==> config.mk <==
export PLATFORM = sky130hd
export DESIGN_NAME = rule_conf_multistage
export DESIGN_NICKNAME = d
export VERILOG_FILES = /design/src/rtl/rule_conf_multistage.sv
export SDC_FILE = /design/constraint.sdc
export NUM_CORES = 2
export LEC_CHECK = 0
export BUFFER_PORTS_ARGS = -buffer_cell sky130_fd_sc_hd__buf_2
export CAP_MARGIN = 20
export CORE_ASPECT_RATIO = 0.7
export CORE_MARGIN = 3
export CORE_UTILIZATION = 51
export CTS_CLUSTER_DIAMETER = 80
export CTS_CLUSTER_SIZE = 12
export DETAILED_ROUTE_END_ITERATION = 8
export PLACE_DENSITY = 0.76
export REMOVE_ABC_BUFFERS = 1
export SLEW_MARGIN = 20
export SYNTH_ARGS = -nofsm -noshare
export SYNTH_HDL_FRONTEND = slang
export SYNTH_SLANG_ARGS = --single-unit
==> constraint.sdc <==
create_clock -name i_clk -period 2.3 [get_ports i_clk]
set_clock_uncertainty 0.15 [all_clocks]
set_input_delay 0.23 -clock i_clk [delete_from_list [all_inputs] [get_ports i_clk]]
set_output_delay 0.23 -clock i_clk [all_outputs]
set_load 0.02 [all_outputs]
==> src/rtl/rule_conf_multistage.sv <==
// Parser rule configurator: per-stage shadow registers with an atomic, idle-gated commit to the active outputs.
// Optional readback path enabled by defining RULE_CONF_READBACK_EN.
module rule_conf_multistage #(
  parameter int STAGE_NUM         = 3,
  parameter int TYPE_NUM          = 4,
  parameter int TYPE_OFFSET_WIDTH = 8,
  parameter int TYPE_WIDTH        = 16,
  parameter int RULE_NUM          = 16,
  parameter int KEY_FILED_NUM     = 8,
  parameter int KEY_OFFSET_WIDTH  = 8
) (
  input  logic                                                     i_clk,
  input  logic                                                     i_rst_n,
  input  logic                                                     i_rule_wren,
  input  logic                                                     i_rule_rden,
  input  logic [31:0]                                              i_rule_addr,
  input  logic [31:0]                                              i_rule_wdata,
  output logic [31:0]                                              o_rule_rdata,
  output logic                                                     o_rule_rvalid,
  input  logic [STAGE_NUM-1:0]                                     i_stage_idle,
  output logic                                                     o_busy,
  output logic [15:0]                                              o_err_cnt,
  output logic [STAGE_NUM-1:0][TYPE_NUM-1:0][TYPE_OFFSET_WIDTH-1:0] o_type_offset,
  output logic [STAGE_NUM-1:0][TYPE_NUM-1:0][TYPE_WIDTH-1:0]        o_typeRule_typeData,
  output logic [STAGE_NUM-1:0][TYPE_NUM-1:0][TYPE_WIDTH-1:0]        o_typeRule_typeMask,
  output logic [STAGE_NUM-1:0][KEY_FILED_NUM-1:0][KEY_OFFSET_WIDTH-1:0] o_typeRule_keyOffset,
  output logic [STAGE_NUM-1:0][RULE_NUM-1:0]                       o_typeRule_wren,
  output logic [STAGE_NUM-1:0]                                     o_typeRule_valid
);
  localparam int SW  = (STAGE_NUM > 1) ? $clog2(STAGE_NUM) : 1;
  localparam int TIW = (TYPE_NUM > 1) ? $clog2(TYPE_NUM) : 1;
  localparam int KIW = (KEY_FILED_NUM > 1) ? $clog2(KEY_FILED_NUM) : 1;
  localparam int RW  = (RULE_NUM > 1) ? $clog2(RULE_NUM) : 1;

  typedef enum logic [1:0] {S_IDLE = 2'd0, S_WAIT = 2'd1, S_APPLY = 2'd2} state_t;
  state_t state_reg, state_next;

  logic [1:0]    region;
  logic [3:0]    stage_id;
  logic [5:0]    idx;
  logic          stage_ok, idx_ok, rule_ok, busy_hit;
  logic          wr_ok, commit_ok, wr_err, rd_err, applying;
  logic [SW-1:0] pend_stage_reg;
  logic [RW-1:0] pend_rule_reg;
  logic          pend_valid_reg;
  logic          unused_ok;

  assign region   = i_rule_addr[17:16];
  assign stage_id = i_rule_addr[11:8];
  assign idx      = i_rule_addr[5:0];
  assign unused_ok = &{1'b0, i_rule_addr[31:18], i_rule_addr[15:12], i_rule_addr[7:6],
                       i_rule_wdata, i_rule_rden};

  always_comb begin
    idx_ok = 1'b0;
    case (region)
      2'd0, 2'd1: idx_ok = int'(idx) < TYPE_NUM;
      2'd2:       idx_ok = int'(idx) < KEY_FILED_NUM;
      default:    idx_ok = (idx == 6'd0);
    endcase
  end

  assign stage_ok  = int'(stage_id) < STAGE_NUM;
  assign rule_ok   = int'(i_rule_wdata[5:0]) < RULE_NUM;
  // While a commit is in flight, its stage is frozen and no second commit may start.
  assign busy_hit  = o_busy && ((region == 2'd3) || (int'(stage_id) == int'(pend_stage_reg)));
  assign wr_ok     = i_rule_wren && stage_ok && idx_ok && !busy_hit && ((region != 2'd3) || rule_ok);
  assign commit_ok = wr_ok && (region == 2'd3);
  assign wr_err    = i_rule_wren && !wr_ok;

  always_ff @(posedge i_clk or negedge i_rst_n) begin
    if (!i_rst_n) state_reg <= S_IDLE;
    else          state_reg <= state_next;
  end

  always_comb begin
    state_next = state_reg;
    case (state_reg)
      S_IDLE:  if (commit_ok) state_next = S_WAIT;
      S_WAIT:  if (i_stage_idle[pend_stage_reg]) state_next = S_APPLY;
      S_APPLY: state_next = S_IDLE;
      default: state_next = S_IDLE;
    endcase
  end

  always_comb begin
    o_busy   = (state_reg != S_IDLE);
    applying = (state_reg == S_APPLY);
  end

  always_ff @(posedge i_clk or negedge i_rst_n) begin
    if (!i_rst_n) begin
      pend_stage_reg  <= '0;
      pend_rule_reg   <= '0;
      pend_valid_reg  <= 1'b0;
      o_typeRule_wren <= '0;
      o_err_cnt       <= '0;
    end else begin
      if (commit_ok) begin
        pend_stage_reg <= stage_id[SW-1:0];
        pend_rule_reg  <= i_rule_wdata[RW-1:0];
        pend_valid_reg <= i_rule_wdata[8];
      end
      o_typeRule_wren <= '0;
      if (applying) o_typeRule_wren[pend_stage_reg][pend_rule_reg] <= 1'b1;
      if ((wr_err || rd_err) && (o_err_cnt != 16'hFFFF)) o_err_cnt <= o_err_cnt + 16'd1;
    end
  end

`ifdef RULE_CONF_READBACK_EN
  logic [STAGE_NUM-1:0][TYPE_NUM-1:0][TYPE_OFFSET_WIDTH-1:0]     sh_off_all;
  logic [STAGE_NUM-1:0][TYPE_NUM-1:0][TYPE_WIDTH-1:0]            sh_data_all, sh_mask_all;
  logic [STAGE_NUM-1:0][KEY_FILED_NUM-1:0][KEY_OFFSET_WIDTH-1:0] sh_key_all;
`endif

  genvar gi;
  generate
    for (gi = 0; gi < STAGE_NUM; gi++) begin : g_stage
      logic [TYPE_NUM-1:0][TYPE_OFFSET_WIDTH-1:0]     sh_off_reg, act_off_reg;
      logic [TYPE_NUM-1:0][TYPE_WIDTH-1:0]            sh_data_reg, act_data_reg;
      logic [TYPE_NUM-1:0][TYPE_WIDTH-1:0]            sh_mask_reg, act_mask_reg;
      logic [KEY_FILED_NUM-1:0][KEY_OFFSET_WIDTH-1:0] sh_key_reg, act_key_reg;
      logic                                           valid_reg;
      logic                                           sel;

      assign sel = wr_ok && (int'(stage_id) == gi);

      always_ff @(posedge i_clk or negedge i_rst_n) begin
        if (!i_rst_n) begin
          sh_off_reg   <= '0;
          sh_data_reg  <= '0;
          sh_mask_reg  <= '0;
          sh_key_reg   <= '0;
          act_off_reg  <= '0;
          act_data_reg <= '0;
          act_mask_reg <= '0;
          act_key_reg  <= '0;
          valid_reg    <= 1'b0;
        end else begin
          if (sel) begin
            case (region)
              2'd0: sh_off_reg[idx[TIW-1:0]] <= i_rule_wdata[TYPE_OFFSET_WIDTH-1:0];
              2'd1: begin
                sh_data_reg[idx[TIW-1:0]] <= i_rule_wdata[16 +: TYPE_WIDTH];
                sh_mask_reg[idx[TIW-1:0]] <= i_rule_wdata[TYPE_WIDTH-1:0];
              end
              2'd2: sh_key_reg[idx[KIW-1:0]] <= i_rule_wdata[KEY_OFFSET_WIDTH-1:0];
              default: ;
            endcase
          end
          if (applying && (int'(pend_stage_reg) == gi)) begin
            act_off_reg  <= sh_off_reg;
            act_data_reg <= sh_data_reg;
            act_mask_reg <= sh_mask_reg;
            act_key_reg  <= sh_key_reg;
            valid_reg    <= pend_valid_reg;
          end
        end
      end

      assign o_type_offset[gi]        = act_off_reg;
      assign o_typeRule_typeData[gi]  = act_data_reg;
      assign o_typeRule_typeMask[gi]  = act_mask_reg;
      assign o_typeRule_keyOffset[gi] = act_key_reg;
      assign o_typeRule_valid[gi]     = valid_reg;
`ifdef RULE_CONF_READBACK_EN
      assign sh_off_all[gi]  = sh_off_reg;
      assign sh_data_all[gi] = sh_data_reg;
      assign sh_mask_all[gi] = sh_mask_reg;
      assign sh_key_all[gi]  = sh_key_reg;
`endif
    end
  endgenerate

`ifdef RULE_CONF_READBACK_EN
  logic [31:0] rd_val;
  logic        rd_ok;

  always_comb begin
    rd_ok  = (region == 2'd3) ? (idx == 6'd0) : (stage_ok && idx_ok);
    rd_val = '0;
    if (rd_ok) begin
      case (region)
        2'd0: rd_val = 32'(sh_off_all[stage_id[SW-1:0]][idx[TIW-1:0]]);
        2'd1: rd_val = {16'(sh_data_all[stage_id[SW-1:0]][idx[TIW-1:0]]),
                        16'(sh_mask_all[stage_id[SW-1:0]][idx[TIW-1:0]])};
        2'd2: rd_val = 32'(sh_key_all[stage_id[SW-1:0]][idx[KIW-1:0]]);
        default: rd_val = {30'b0, o_busy, applying};
      endcase
    end
  end

  assign rd_err = i_rule_rden && !rd_ok;

  always_ff @(posedge i_clk or negedge i_rst_n) begin
    if (!i_rst_n) begin
      o_rule_rdata  <= '0;
      o_rule_rvalid <= 1'b0;
    end else begin
      o_rule_rvalid <= i_rule_rden;
      if (i_rule_rden) o_rule_rdata <= rd_val;
    end
  end
`else
  assign rd_err        = 1'b0;
  assign o_rule_rdata  = '0;
  assign o_rule_rvalid = 1'b0;
`endif
endmodule

# Word-level counts from Yosys, hierarchy flattened
# Index checks and enable logic that the tools add are counted.
word_totals:
  register_bits: 1420
  output_inout_bits: 773
classes:
  addsub: 1
  order_cmp: 12
  n_eq_ne: 14
  mux: 29
  n_reduce_logical: 39
ops:
  columns: ["op", "count"]
  rows:
  - ["64-bit bitwise mux", 9]
  - ["32-bit bitwise mux", 3]
  - ["16-bit demux with 2-bit select", 2]
  - ["48-bit two-way mux", 1]
  - ["16-bit two-way mux", 2]
  - ["8-bit demux with 3-bit select", 1]
  - ["2-bit AND reduction", 10]
  - ["1-bit logical AND", 18]
  - ["16-bit by 1-bit adder with 16-bit output (second input constant)", 1]
  - ["8-bit demux with 2-bit select", 1]
  - ["8-bit two-way mux", 2]
  - ["16-bit != test (second input constant)", 1]
  - ["2-bit equality test (second input constant)", 5]
  - ["2-bit logical NOT", 3]
  - ["6-bit logical NOT", 1]
  - ["2-bit by 3-bit < comparator with 1-bit output (second input constant)", 2]
  - ["6-bit by 3-bit < comparator with 1-bit output (second input constant)", 1]
  - ["6-bit by 4-bit < comparator with 1-bit output (second input constant)", 1]
  - ["6-bit by 5-bit < comparator with 1-bit output (second input constant)", 1]
  - ["2-bit != test (second input constant)", 3]
  - ["4-bit by 5-bit < comparator with 1-bit output (second input constant)", 1]
  - ["1-bit demux with 4-bit select", 1]
  - ["2-bit by 1-bit equality test with 1-bit output (second input constant)", 2]
  - ["4-bit by 2-bit equality test with 1-bit output (second input constant)", 1]
  - ["17 further kinds", 22]

# Longest topological paths before layout
logic_depth:
  ltp_word: 9
  depth_mapped: 9
  ltp_nobuf: 6

# Worst setup path after synthesis
# OpenSTA, ideal clock, no wires.
synth_timing:
  kind: "input to register"
  startpoint: "input port i_rule_addr[3]"
  endpoint: "register g_stage[0].sh_key_reg[32] in the netlist's numbering"
  setup_ps: 125
  t_arrival_ps: 2209
  t_required_ps: 2025
  path_slack_ps: -183
  stages: 7
  cell_sequence: "or4b_1 a211oi_2 o211ai_1 buf_2 buf_6 nor3_4 mux2_2"
synth_between:
  elab_chain_cells: 7
  word_cells_on_any_way: 9
  cone_classes: "order compare (2); mux (1); reduce/logical (6)"
synth_lines:
  columns: ["element", "line_no", "source"]
  rows:
  - ["from (decl)", "16", "input logic [31:0] i_rule_addr,"]
  - ["6-bit by 4-bit < comparator with 1-bit output, or another cell as far along", "58", "2'd2: idx_ok = int'(idx) < KEY_FILED_NUM;"]
  - ["1-bit one-hot mux with 2 select lines *", "56", "case (region)"]
  - ["1-bit logical AND * (3 in a row)", "67", "assign wr_ok = i_rule_wren && stage_ok && idx_ok && !busy_hit && ((region != 2'd3) || rule_ok);"]
  - ["1-bit logical AND *", "126", "assign sel = wr_ok && (int'(stage_id) == gi);"]
  - ["2-bit AND reduction (no source line) *", null, null]
  - ["to (signal, indexed assignment)", "147", "2'd2: sh_key_reg[idx[KIW-1:0]] <= i_rule_wdata[KEY_OFFSET_WIDTH-1:0];"]
  - ["to (decl)", "122", "logic [KEY_FILED_NUM-1:0][KEY_OFFSET_WIDTH-1:0] sh_key_reg, act_key_reg;"]
# Mark *: on every way between the ends. The rest lies on a longest branch, timed or not.
# A chain may end at the register's enable or synchronous reset.

# Worst setup path after layout
layout_timing:
  startpoint: "register pend_stage_reg[1]"
  endpoint: "register g_stage[0].sh_data_reg[13] in the netlist's numbering"
layout_between:
  elab_chain_cells: 8
layout_lines:
  columns: ["element", "line_no", "source"]
  rows:
  - ["from (decl)", "43", "logic [SW-1:0] pend_stage_reg;"]
  - ["from (signal assigned)", "100", "pend_stage_reg <= stage_id[SW-1:0];"]
  - ["4-bit by 3-bit equality test with 1-bit output", "66", "assign busy_hit = o_busy && ((region == 2'd3) || (int'(stage_id) == int'(pend_stage_reg)));"]
  - ["1-bit logical OR", "66", null]
  - ["1-bit logical AND", "66", null]
  - ["1-bit logical NOT", "67", null]
  - ["1-bit logical AND (2 in a row)", "67", null]
  - ["1-bit logical AND", "126", null]
  - ["2-bit AND reduction (no source line)", null, null]
  - ["to (signal, indexed assignment)", "144", "sh_data_reg[idx[TIW-1:0]] <= i_rule_wdata[16 +: TYPE_WIDTH];"]
  - ["to (decl)", "120", "logic [TYPE_NUM-1:0][TYPE_WIDTH-1:0] sh_data_reg, act_data_reg;"]
# Every way passes these cells.

==> results_dict.tcl <==
set metrics [dict create \
    synth_xor_area_share_pct 0.277 \
    power_frac_seq_pct 53.4 \
    worstPathMaxFanout 9 \
    cp_cell_sequence "xnor2_1 > a22oi_2 > o211ai_1 > buf_6 > buf_12 > nor2_4 > buf_12 > clkbuf_16 > mux2_2" \
    drv_slew 0 \
    min_period_over_period_pct 103 \
    drive_gt1_share_pct 41.2 \
    cts_sinks 1420 \
    ys_types 46 \
    final.setup.worst_slack_ns -0.0757 \
    routedWlPerCell_um 24.2 \
    ant_nets 0 \
    fmax_ghz 0.421 \
    synth_area_leaders "dfrtp_1 (66%), mux2_2 (18%), nand2_1 (9.6%)" \
    grt_max_degree 104 \
    crit_required_ns 2.79 \
    start_util_pct 52.0 \
    firstDrtPassIters 5 \
    avgSynthCellArea_um2 12.7 \
    die-area_um2 109000 \
    synth.top_cell.area_share_pct 66.2 \
    cp_slowest_cell "dfrtp_1" \
    synth_compound_area_share_pct 0.151 \
    drtIter0Drc 2431 \
    setup_violations 290 \
    hpwlAfterDp_um 99100 \
    end_kind "flop" \
    crit_path_start_kind "flop" \
    worst_slew_pin_slew_ns 1.04 \
    area_growth_syn_to_layout_pct 23.3 \
    cts_tree "yes" \
    synthCells 4215 \
    power.density_nw_per_um2 711 \
    drcViolationCount 0 \
    final_core_util_pct 64.1 \
    pin_count 844 \
    synthSimpleGateAreaFrac_pct 11.6 \
    dpl-instance-area_um2 60800 \
    leakage_nw 37.5 \
    combPwrFrac_pct 3.3 \
    muxShareOfSynthArea_pct 19.2 \
    violations "negative setup slack" \
    core-area_um2 103000 \
    sw_frac_of_total_pct 22.4 \
    max_cap_violations 0 \
    synth_warnings 0 \
    via_count 36500 \
    die_w_um 394 \
    antenna_found_initial 5 \
    relSlewSlack_pct 30.9 \
    outcome "finished, violations left" \
    p_int_mw 36.5 \
    period_minus_slack_ns 2.38 \
    path_buf_inv 4 \
    total_power_mw 47.1 \
    stdcell_area_um2 66200 \
    cts_buffers 137 \
    ir_worst_vdd_v 0.000578 \
    synthAdderAreaFrac_pct 0.0233 \
    die-height_um 277 \
    cpPeakStageDelay_ns 0.40 \
    synth_top_family_by_area "multiplexers" \
    nets 5227 \
    vias_per_cell 5.55 \
    ys_async_sr_fraction_pct 100 \
    synth-seq-cells 1420 \
    grt_pass1_vias 37100 \
    p_clk_share_pct 43.3 \
    clock_latency_ns 0.75 \
    hp-class "input pin to flop" \
    track_usage_pct 27.9 \
    rsz0062_at_grt "yes" \
    seq_area_frac_synth_pct 66.2 \
    synth_enable_flop_cells 0 \
    synth_ff_type "dfrtp_1" \
    path_delay_family "buffers and inverters" \
    crit_top_cell "buf_12" \
    cts-root-buf "clkbuf_16" \
    htreeDepth 4 \
    arrival_ns 2.86 \
    p_sw_mw 10.6 \
    path_clk_slew_ns 0.06 \
    clock_path_buffers 3 \
    crit_type "flop to flop" \
    hold_violations 0 \
    rows 98 \
    place_congestion 0.861 \
    synth_area_um2 53700 \
    holdWs_ns 0.0752 \
    overflow 0 \
    grt_pass1_wl_um 233000 \
    wirelength_um 159000 \
    port_buffers 789 \
    synth_top_area_cell "dfrtp_1" \
]
==> cells in the mapped netlist, types with 5 or more instances <==
| master | number |
|---|---|
| nor2_1 | 68 |
| mux2_2 | 881 |
| nor2_4 | 6 |
| nand3_1 | 44 |
| xnor2_1 | 14 |
| and3_1 | 7 |
| buf_4 | 57 |
| nand4_1 | 10 |
| nor2b_1 | 10 |
| mux2_4 | 24 |
| buf_1 | 11 |
| dfrtp_1 | 1420 |
| clkbuf_1 | 198 |
| or3_1 | 5 |
| nand2_1 | 1372 |
| buf_2 | 27 |
| nand4_2 | 9 |
| nor3_1 | 7 |
==> layer usage <==
metal	GRT usage, %	vias up	share of wire, %
met2	44.9	1423	48
met1	37.5	19200	41
met5	0	-	0
met4	12.1	0	4.6
met3	5.06	340	6.9
li1	-	15500	-
==> worst reg2reg max path: stages (launching register included) <==
cell,delay [ns]
dfrtp_1,0.40
xnor2_1,0.15
a22oi_2,0.20
o211ai_1,0.20
buf_6,0.21
buf_12,0.15
nor2_4,0.10
buf_12,0.16
clkbuf_16,0.21
mux2_2,0.35
==> layout by cell type (no fill, tap or decap), types with 5 or more instances in the layout <==
| cell type | synthesis | layout |
|---|---|---|
| nand3_1 | 44 | 44 |
| inv_6 | 0 | 5 |
| nand2_1 | 1372 | 1371 |
| nor2_1 | 68 | 61 |
| clkbuf_16 | 0 | 154 |
| mux2_2 | 881 | 741 |
| nand4_2 | 9 | 9 |
| nor2_4 | 6 | 12 |
| nand4_1 | 10 | 10 |
| xnor2_1 | 14 | 14 |
| buf_4 | 57 | 124 |
| nor2b_1 | 10 | 10 |
| nor3_1 | 7 | 5 |
| mux2_4 | 24 | 164 |
| buf_12 | 0 | 92 |
| buf_6 | 1 | 6 |
| dlygate4sd3_1 | 0 | 32 |
| conb_1 | 1 | 33 |
| buf_16 | 0 | 5 |
| buf_2 | 27 | 788 |
| and3_1 | 7 | 7 |
| dfrtp_1 | 1420 | 1420 |
==> path summary, 6_finish.rpt <==
| kind | start | end | slack (ns) | cells past startpoint |
|---|---|---|---|---|
| setup / recovery | pend_stage_reg[1] | g_stage[0].sh_data_reg[13] | -0.08 | 9 |
| hold / removal | i_rule_wdata[1] | g_stage[1].sh_key_reg[57] | 0.08 | 2 |
| setup reg to reg | pend_stage_reg[1] | g_stage[0].sh_data_reg[13] | -0.08 | 9 |
| hold reg to reg | g_stage[1].sh_key_reg[54] | o_typeRule_keyOffset[118] | 0.30 | 2 |
| max in group asynchronous | i_rst_n | g_stage[0].sh_data_reg[29] | 1.23 | 4 |
| min in group asynchronous | i_rst_n | o_typeRule_keyOffset[176] | 0.10 | 3 |
==> power by group through the flow <==
stage                     Combinational [mW]  Clock (mW)  Sequential, mW
final                                   1.57        20.4            25.1
after floorplan                        0.228           0            25.7
after CTS                               1.57        20.7            25.1
after global routing                    1.71        21.7            25.1
after detailed placement                1.51           0            25.6
after global placement                  1.49           0            25.6
==> layout make-up <==
class,instances,area [um2]
fill,7533,37000
sequential,1420,35500
multi-input combinational,2529,17500
timing repair buffer,1063,7610
clock buffer,141,3530
tap,1400,1750
clock inverter,14,233
inverter,4,15.0
antenna,3,7.51
==> cell families (layout without fill, tap and decap cells) <==
family,after synthesis,count (layout)
AO/OA/AOI/OAI,9,9
XOR/XNOR,17,17
adder cells (fa/ha/maj),1,1
buffers and inverters,298,1222
flip-flops,1420,1420
multiplexers,906,906
other,1,36
AND/OR/NAND/NOR,1563,1563
==> through the flow <==
step                      instances   TNS, ns  worst slack [ns]
after floorplan                3953  -4725.90             -9.71
after global placement         6350   -256.35            -0.507
after detailed placement       6350   -281.65            -0.554
after CTS                      6547     -1.12           -0.0473
after global routing           6574    -46.20            -0.176
final                          6574     -9.00           -0.0757
==> repair_timing <==
item	CTS	global route
buffers inserted	7	12
pin swaps	2	12
gates cloned	3	15
gates resized for setup	38	131
setup endpoints to repair	415	475
hold buffers	33	0
endpoints found under the hold margin	1733	0
(Power assumes the default switching activity.)
